--- src/rtl/piezo_melody_sequencer.sv ---
// piezo_melody_sequencer: plays a fixed ROM melody as a one-hot tone select, with live-button override
module piezo_melody_sequencer #(
  parameter logic [23:0] BEAT_CYCLES = 24'd250000,
  parameter logic [15:0] GAP_CYCLES  = 16'd5000,
  parameter int          SONG_LEN    = 14
) (
  input  logic       clk,
  input  logic       rst,
  input  logic       play,
  input  logic       stop,
  input  logic       loop_en,
  input  logic [7:0] btn_in,
  output logic [7:0] tone_sel,
  output logic       busy,
  output logic [3:0] note_idx,
  output logic       done
);
  typedef enum logic [1:0] {IDLE, NOTE, GAP} state_t;
  localparam logic [3:0] LAST = 4'(SONG_LEN - 1);
  state_t state, nxt_state;
  logic [23:0] cnt, nxt_cnt;
  logic [1:0] beat, nxt_beat;
  logic [3:0] nxt_idx;
  logic nxt_done;
  logic [7:0] nxt_tone;
  logic [5:0] cur_entry, nxt_entry;
  function automatic logic [5:0] rom(input logic [3:0] i);
    case (i)
      4'd0, 4'd1:   rom = {4'd1, 2'd0};
      4'd2, 4'd3:   rom = {4'd5, 2'd0};
      4'd4, 4'd5:   rom = {4'd6, 2'd0};
      4'd6:         rom = {4'd5, 2'd1};
      4'd7, 4'd8:   rom = {4'd4, 2'd0};
      4'd9, 4'd10:  rom = {4'd3, 2'd0};
      4'd11, 4'd12: rom = {4'd2, 2'd0};
      4'd13:        rom = {4'd1, 2'd1};
      default:      rom = 6'd0;
    endcase
  endfunction
  function automatic logic [7:0] onehot(input logic [3:0] code);
    onehot = (code != 4'd0 && code <= 4'd8) ? 8'd1 << (code - 4'd1) : 8'd0;
  endfunction
  assign cur_entry = rom(note_idx);
  assign nxt_entry = rom(nxt_idx);
  assign nxt_tone = (btn_in != 8'd0) ? btn_in : (nxt_state == NOTE) ? onehot(nxt_entry[5:2]) : 8'd0;
  assign busy = state != IDLE;
  // Register state, counters and outputs; reset clears everything immediately
  always_ff @(posedge clk or negedge rst) begin
    if (!rst) begin
      state    <= IDLE;
      cnt      <= 24'd0;
      beat     <= 2'd0;
      note_idx <= 4'd0;
      done     <= 1'b0;
      tone_sel <= 8'd0;
    end else begin
      state    <= nxt_state;
      cnt      <= nxt_cnt;
      beat     <= nxt_beat;
      note_idx <= nxt_idx;
      done     <= nxt_done;
      tone_sel <= nxt_tone;
    end
  end
  // Next state: beat timing in NOTE, fixed silence in GAP, stop overrides everything
  always_comb begin
    nxt_state = state;
    nxt_cnt   = cnt;
    nxt_beat  = beat;
    nxt_idx   = note_idx;
    nxt_done  = 1'b0;
    if (stop) begin
      nxt_state = IDLE;
      nxt_cnt   = 24'd0;
      nxt_beat  = 2'd0;
      nxt_idx   = 4'd0;
    end else begin
      case (state)
        IDLE: if (play) begin
          nxt_state = NOTE;
          nxt_cnt   = 24'd0;
          nxt_beat  = 2'd0;
          nxt_idx   = 4'd0;
        end
        NOTE: if (cnt == BEAT_CYCLES - 24'd1) begin
          nxt_cnt   = 24'd0;
          nxt_beat  = (beat == cur_entry[1:0]) ? 2'd0 : beat + 2'd1;
          nxt_state = (beat == cur_entry[1:0]) ? GAP : NOTE;
        end else nxt_cnt = cnt + 24'd1;
        GAP: if (cnt == {8'd0, GAP_CYCLES - 16'd1}) begin
          nxt_cnt   = 24'd0;
          nxt_idx   = (note_idx < LAST) ? note_idx + 4'd1 : 4'd0;
          nxt_state = (note_idx < LAST || loop_en) ? NOTE : IDLE;
          nxt_done  = note_idx >= LAST && !loop_en;
        end else nxt_cnt = cnt + 24'd1;
        default: nxt_state = IDLE;
      endcase
    end
  end
endmodule

--- config.mk ---
export PLATFORM = sky130hd
export DESIGN_NAME = piezo_melody_sequencer
export DESIGN_NICKNAME = d
export VERILOG_FILES = /design/src/rtl/piezo_melody_sequencer.sv
export SDC_FILE = /design/constraint.sdc
export NUM_CORES = 1
export LEC_CHECK = 0
export ABC_AREA = 1
export CORE_AREA = 2 2 88 90
export DETAILED_ROUTE_END_ITERATION = 16
export DIE_AREA = 0 0 90 92
export PLACE_DENSITY = 0.66
export SLEW_MARGIN = 40
export SYNTH_ARGS = -nofsm -noshare
export SYNTH_HDL_FRONTEND = slang
export SYNTH_SLANG_ARGS = --single-unit
--- constraint.sdc ---
create_clock -name clk -period 8.3 [get_ports clk]
set_input_delay 1.66 -clock clk [delete_from_list [all_inputs] [get_ports clk]]
set_output_delay 1.66 -clock clk [all_outputs]
set_load 0.05 [all_outputs]
==> results.json, run 1 <==
{
  "status": "completed",
  "worstPathMaxFanout": 4,
  "tns_ns": 0,
  "combPwrFrac_pct": 20.4,
  "start_kind": "input port",
  "crit_path_start": "play",
  "antenna_cells": 0,
  "die_y_um": 92,
  "seq_power_share_pct": 48.8,
  "p_sw_mw": 0.1346,
  "path_class": "input port to flop",
  "synth.avg_cell_area_sq_um": 7.345,
  "fmax_mhz": 232.2,
  "postCtsSetupRepairBufs": 0,
  "ys_warn_count": 0,
  "antenna_left": 0,
  "start_util_pct": 39.55,
  "fin_nets": 457,
  "ir_worst_vdd_mv": 0.05869,
  "fill_cells": 774,
  "synthCells": 401,
  "yosys-top-cells-area": "dfrtp_1 35%, nand2_1 10%, inv_1 7.3%",
  "hold_class": "flop to flop",
  "end_kind": "flop",
  "regToRegSetupSlack_ns": 4.85,
  "vias": 2673,
  "synth-edff-count": 0,
  "p_leak_nw": 1.568,
  "gp_congestion": 0.9127,
  "die_w_um": 90,
  "min_path_cells": 2,
  "wl_met3_um": 299,
  "via_per_inst": 5.015,
  "cts_buffers": 5,
  "htreeDepth": 2,
  "async_reset_ff_share_pct": 100.0,
  "syn2layout_area_growth_pct": 15.29,
  "r2r-start": "state[0]$_DFF_PN0_",
  "cts_hold_buf": 0,
  "power_density_nw_per_um2": 125.2,
  "dr.max_layer_used": "met4",
  "holdWs_ns": 0.4936,
  "track_usage_pct": 17.42,
  "drc": 0,
  "port-buffer-count": 26,
  "period_minus_slack_ns": 4.306,
  "slew_violations": 0,
  "ios": 27,
  "met1Wirelength_mm": 3.190,
  "cap_violations": 0,
  "num_rows": 32,
  "slew_headroom_pct": 47.09,
  "cp_slowest_stage_delay_ns": 0.43,
  "hold_violations": 0,
  "cp_cell_sequence": "clkdlybuf4s50_1 > nor2_1 > o21ai_0 > a21oi_1 > inv_1 > ha_1 > inv_1 > nand2_2 > nand2_2 > nand2_4 > a21oi_1 > ha_1 > nor4_1 > nand4_1 > nor2_4 > nand2_1 > nor2_1 > nand2_1 > nand2_1",
  "finalSetupViolations": 0,
  "ys_ff_latch": 41,
  "cts_root_buffer": "clkbuf_8",
  "whs_endpoint": "beat[1]$_DFFE_PN0P_",
  "arrival_ns": 4.54,
  "worstSkewPairLatency_ns": 0.30,
  "yosys.area.top_type": "dfrtp_1",
  "grt_overflow": 0,
  "drt-total-wl_mm": 6.801,
  "switching_share_pct": 31.67,
  "r2r_end": "tone_sel[5]$_DFF_PN0_",
  "clockBufferDepth": 2,
  "grt_pass1_wl_mm": 11.96,
  "min_from": "beat[1]$_DFFE_PN0P_",
  "clk_pin_slew_ns": 0.08,
  "numClockSinks": 41,
  "drive_above_1_share_pct": 14.15,
  "tightest_slew_ns": 0.7837,
  "yosysUniqueCellTypes": 47,
  "wl_met2_mm": 3.274,
  "netlist.area_leader.share_pct": 34.83,
  "synth.most_common_cell": "nand2_1",
  "dp_hpwl_mm": 5.249,
  "synth_common_cells": "81 x nand2_1, 57 x inv_1, 41 x dfrtp_1, 38 x nor2_1, 37 x nand3_1",
  "synth_fp_nets": 428,
  "antenna_found_initial": 0,
  "cts_resized": 0,
  "rsz0062_at_grt": "no",
  "grt_pass1_vias": 2692,
  "reg2reg_depth": 20,
  "cts_tree": "yes",
  "fin_crit_sh_pct": 51.88,
  "skew_ns": 0.008212,
  "core_area_sq_um": 7447,
  "syn_area_sq_um": 2945,
  "grt_max_degree": 42,
  "p_clk_share_pct": 30.8,
  "ys_seq_area_share_pct": 34.83,
  "p_int_mw": 0.2905,
  "crit_path_top_delay_cell": "clkdlybuf4s50_1",
  "power_mw": 0.4251,
  "first_iter_violations": 131,
  "wire_per_inst_um": 12.76,
  "drt_pass1_iterations": 4,
  "critPathMostFrequentCell": "nand2_1",
  "die_area_sq_um": 8280,
  "worstPathRequired_ns": 8.54,
  "yosys_most_used_dff": "dfrtp_1"
}
==> routing by layer <==
| layer | vias to the layer above | track usage (%) |
|---|---|---|
| li1 | 1358 | - |
| met1 | 1251 | 22.72 |
| met2 | 61 | 29.70 |
| met3 | 3 | 3.533 |
| met4 | 0 | 4.359 |
| met5 | - | 0 |
==> final cells by class <==
| type | count | area [sq um] | area share (%) |
|---|---|---|---|
| multi-input cells | 289 | 1649 | 48.56 |
| flip-flops and latches | 41 | 1026 | 30.21 |
| repair buffers | 26 | 257.7 | 7.590 |
| inverters | 67 | 251.5 | 7.406 |
| well taps | 102 | 127.6 | 3.758 |
| clock buffers | 7 | 76.32 | 2.248 |
| clock inverters | 1 | 7.507 | 0.2211 |
==> worst max-delay path by stage <==
stage,endpoint,slack [ns],cells after the start
floorplan,tone_sel[1]$_DFF_PN0_,4.43,18
global placement,tone_sel[5]$_DFF_PN0_,3.89,19
detailed placement,tone_sel[5]$_DFF_PN0_,3.71,19
CTS,tone_sel[5]$_DFF_PN0_,4.01,19
global route,tone_sel[5]$_DFF_PN0_,3.77,19
finish,tone_sel[5]$_DFF_PN0_,3.99,19
==> power groups by stage <==
stage          logic [mW]  registers [mW]  clock network (mW)
5_1_grt            0.0964           0.209               0.143
4_1_cts            0.0868           0.208               0.135
3_5_place_dp       0.0865           0.212                   0
3_3_place_gp       0.0855           0.212                   0
6_report           0.0866           0.208               0.131
2_1_floorplan      0.0488           0.220                   0
==> metrics by stage <==
stage / setup slack [ns] / cell area (sq um) / std cells / utilization [%]
floorplan: 4.434 / 2945 / 401 / -
global placement: 3.891 / 3309 / 525 / 44.44
detailed placement: 3.712 / 3312 / 525 / 44.47
CTS: 4.014 / 3396 / 533 / 45.60
global route: 3.770 / 3396 / 533 / 45.60
finish: 3.994 / 3396 / 533 / 45.60
==> placed cells by master (no fill, tap or decap), types with 2 or more instances in the layout <==
cell / n
nand2_2: 15
inv_1: 57
ha_1: 14
nor2_2: 10
clkdlybuf4s50_1: 25
dfrtp_1: 41
o21ai_1: 3
nor4_1: 2
nand2_4: 4
nand3_1: 37
nor2_1: 38
nor3b_1: 3
nor2_4: 6
nand3_2: 2
xnor2_1: 2
o211ai_1: 3
nand4_1: 10
inv_2: 9
nand2_1: 81
clkbuf_8: 5
clkbuf_1: 2
xor2_1: 3
a21oi_1: 17
o21ai_0: 11
nor3_1: 6
nand3b_1: 2
==> kinds of logic (layout without fill, tap and decap cells) <==
logic type,after synthesis,count (layout),synth area share (%)
simple gates,222,222,38.66
buf+inv,71,101,9.176
compound gates,48,48,9.899
flops,41,41,34.83
fa+ha+maj,14,14,5.947
xor+xnor,5,5,1.487
==> worst max-delay path: cells and delay by family <==
family	cells	cell delay, ns
adders and majority gates	2	0.47
AOI/OAI and AO/OA	3	0.44
buffers and inverters	3	0.59
and+or+nand+nor	11	1.40
==> flip-flops by register name, indices dropped and copies added (netlist names) <==
signal and cells:
beat 2, done 1, tone_sel 8, cnt 24, state 2, note_idx 4
Power figures use the tool's default switching activity.
==> inputs of run 2 (changes only) <==
PLACE_DENSITY = 0.69   (was 0.66)
clock period = 3.7 ns   (was 8.3 ns; I/O delays follow)
==> run 2 against run 1 <==
  * Sequential cell count did not move
  * Sequential share of layout area fell by 0.14 points
  * Final cell count fell by 0.19%
  * First-iteration DRC count fell by 24%
  * Sequential power rose by 120%
  * Power rose by 130%
  * Clock-buffer cell count fell by 1
  * Core utilization rose by 0.32 points
  * Critical path depth rose by 3
  * Critical path type is now flop to flop
==> results.json, run 2 (synthesis results as in run 1) <==
{
  "status": "completed",
  "seq_power_share_pct": 48.1,
  "dp_hpwl_mm": 5.291,
  "skew_ns": 0.01156,
  "arrival_ns": 3.56,
  "final_common_cell": "nand2_1",
  "first_iter_violations": 99,
  "clockBufferDepth": 2,
  "grt_pass1_vias": 2708,
  "via_per_inst": 5.079,
  "hold_violations": 0,
  "regToRegSetupSlack_ns": 0.38,
  "slew_violations": 0,
  "clk_pin_slew_ns": 0.08,
  "p_sw_mw": 0.3015,
  "antenna_cells": 0,
  "p_leak_nw": 1.570,
  "start_kind": "flop",
  "vias": 2702,
  "wire_per_inst_um": 12.75,
  "grt_overflow": 0,
  "grt_pass1_wl_mm": 12.01,
  "numClockSinks": 41,
  "crit_path_top_delay_cell": "dfrtp_1",
  "end_kind": "flop",
  "fin_nets": 457,
  "syn2layout_area_growth_pct": 16.10,
  "path_class": "flop to flop",
  "hold_class": "input port to async pin",
  "pre_cts_ws_ns": -0.005441,
  "cts_root_buffer": "clkbuf_8",
  "top_register": "cnt",
  "power_density_nw_per_um2": 283.0,
  "cts_buffers": 5,
  "fmax_mhz": 301.0,
  "start_util_pct": 39.55,
  "antenna_found_initial": 0,
  "cts_hold_buf": 0,
  "htreeDepth": 2,
  "worstPathRequired_ns": 3.94,
  "num_rows": 32,
  "port-buffer-count": 26,
  "fill_cells": 780,
  "ios": 27,
  "tightest_slew_ns": 0.7716,
  "grt_max_degree": 42,
  "final_cell_mix": "81 x nand2_1, 57 x inv_1, 39 x dfrtp_1",
  "worstSkewPairLatency_ns": 0.30,
  "ir_worst_vdd_mv": 0.1334,
  "drt_pass1_iterations": 4,
  "switching_share_pct": 31.16,
  "die_area_sq_um": 8280,
  "tns_ns": 0,
  "worstPathMaxFanout": 7,
  "largest_reg_flops": 24,
  "fin_ws_ns": 0.3779,
  "reg.largest.list": "cnt (24), tone_sel (8), note_idx (4)",
  "cts_tree": "yes",
  "drt-total-wl_mm": 6.783,
  "gp_congestion": 0.8849,
  "fin_crit_sh_pct": 89.79,
  "cp_cell_sequence": "nor2_1 > nand2_1 > nor2_4 > nand3_4 > nand2_1 > o211ai_1 > a21oi_2 > inv_1 > ha_1 > inv_1 > nand2_2 > nand2_2 > nand2_4 > a21oi_1 > ha_1 > nor4_2 > nand4_1 > nor2_4 > nand2_1 > nor2_1 > nand2_1 > nand2_1",
  "die_w_um": 90,
  "finalSetupViolations": 0,
  "antenna_left": 0,
  "track_usage_pct": 17.52,
  "slew_headroom_pct": 47.91,
  "die_y_um": 92,
  "combPwrFrac_pct": 20.3,
  "core_area_sq_um": 7447,
  "p_clk_share_pct": 31.6,
  "period_minus_slack_ns": 3.322,
  "drc": 0,
  "cap_violations": 0,
  "critPathMostFrequentCell": "nand2_1",
  "drive_above_1_share_pct": 15.81,
  "p_int_mw": 0.6661,
  "cp_slowest_stage_delay_ns": 0.41,
  "fin_util_pct": 45.92
}
[run 2: cell count changes in the layout (fill, tap and decap cells not counted), sizes merged]
cell    delta
clkbuf     -1
[run 2: worst max-delay path: cells and delay by family, from the launching register on]
| kind | cells | cell delay, ns |
|---|---|---|
| and+or+nand+nor | 15 | 1.83 |
| buffers and inverters | 2 | 0.15 |
| DFF | 1 | 0.41 |
| AOI/OAI and AO/OA | 3 | 0.39 |
| adders and majority gates | 2 | 0.47 |
[run 2: what timing repair did]
action,4_1_cts,5_1_grt
endpoints found under the setup margin,0,7
buffers inserted,0,0
hold endpoints to repair,0,0
gates resized for setup,0,6
[run 2: area by class of cell]
cell class / count / area (sq um) / share of cell area (%)
Multi-Input combinational cell: 289 / 1664 / 48.66
Sequential cell: 41 / 1028 / 30.08
Timing Repair Buffer: 26 / 257.7 / 7.537
Inverter: 67 / 251.5 / 7.355
Tap cell: 102 / 127.6 / 3.732
Clock buffer: 6 / 82.58 / 2.415
Clock inverter: 1 / 7.507 / 0.2195
[run 2: metal layers]
layer | global-route usage [%] | vias to the layer above | wire (um)
met1 | 22.31 | 1284 | 3161
met2 | 29.89 | 50 | 3307
met4 | 5.513 | 0 | 76
li1 | - | 1357 | -
met5 | 0 | - | 0
met3 | 3.698 | 11 | 237
[run 2: worst paths after layout]
kind / start / to / cells after the start
worst max-delay path: cnt[19]$_DFFE_PN0P_ / tone_sel[7]$_DFF_PN0_ / 22
worst min-delay path: rst / cnt[19]$_DFFE_PN0P_ / 1
worst max register to register: cnt[19]$_DFFE_PN0P_ / tone_sel[7]$_DFF_PN0_ / 22
worst min register to register: beat[1]$_DFFE_PN0P_ / beat[1]$_DFFE_PN0P_ / 2
max in group asynchronous: rst / note_idx[1]$_DFF_PN0_ / 1
min in group clk: beat[1]$_DFFE_PN0P_ / beat[1]$_DFFE_PN0P_ / 2
[run 2: power groups by stage]
stage,combinational (mW),clock [mW],sequential (mW)
5_1_grt,0.217,0.333,0.467
3_5_place_dp,0.193,0,0.475
3_3_place_gp,0.192,0,0.475
4_1_cts,0.195,0.316,0.466
2_1_floorplan,0.110,0,0.494
6_report,0.196,0.306,0.466
[run 2: per-stage QoR]
step	std cells	hold slack, ns	cell area (sq um)	power, mW
floorplan	401	0.4444	2945	0.6037
global placement	525	0.4748	3309	0.6672
detailed placement	525	0.4783	3312	0.6683
CTS	532	0.4336	3402	0.9773
global route	532	0.4583	3420	1.017
finish	532	0.4118	3420	0.9677
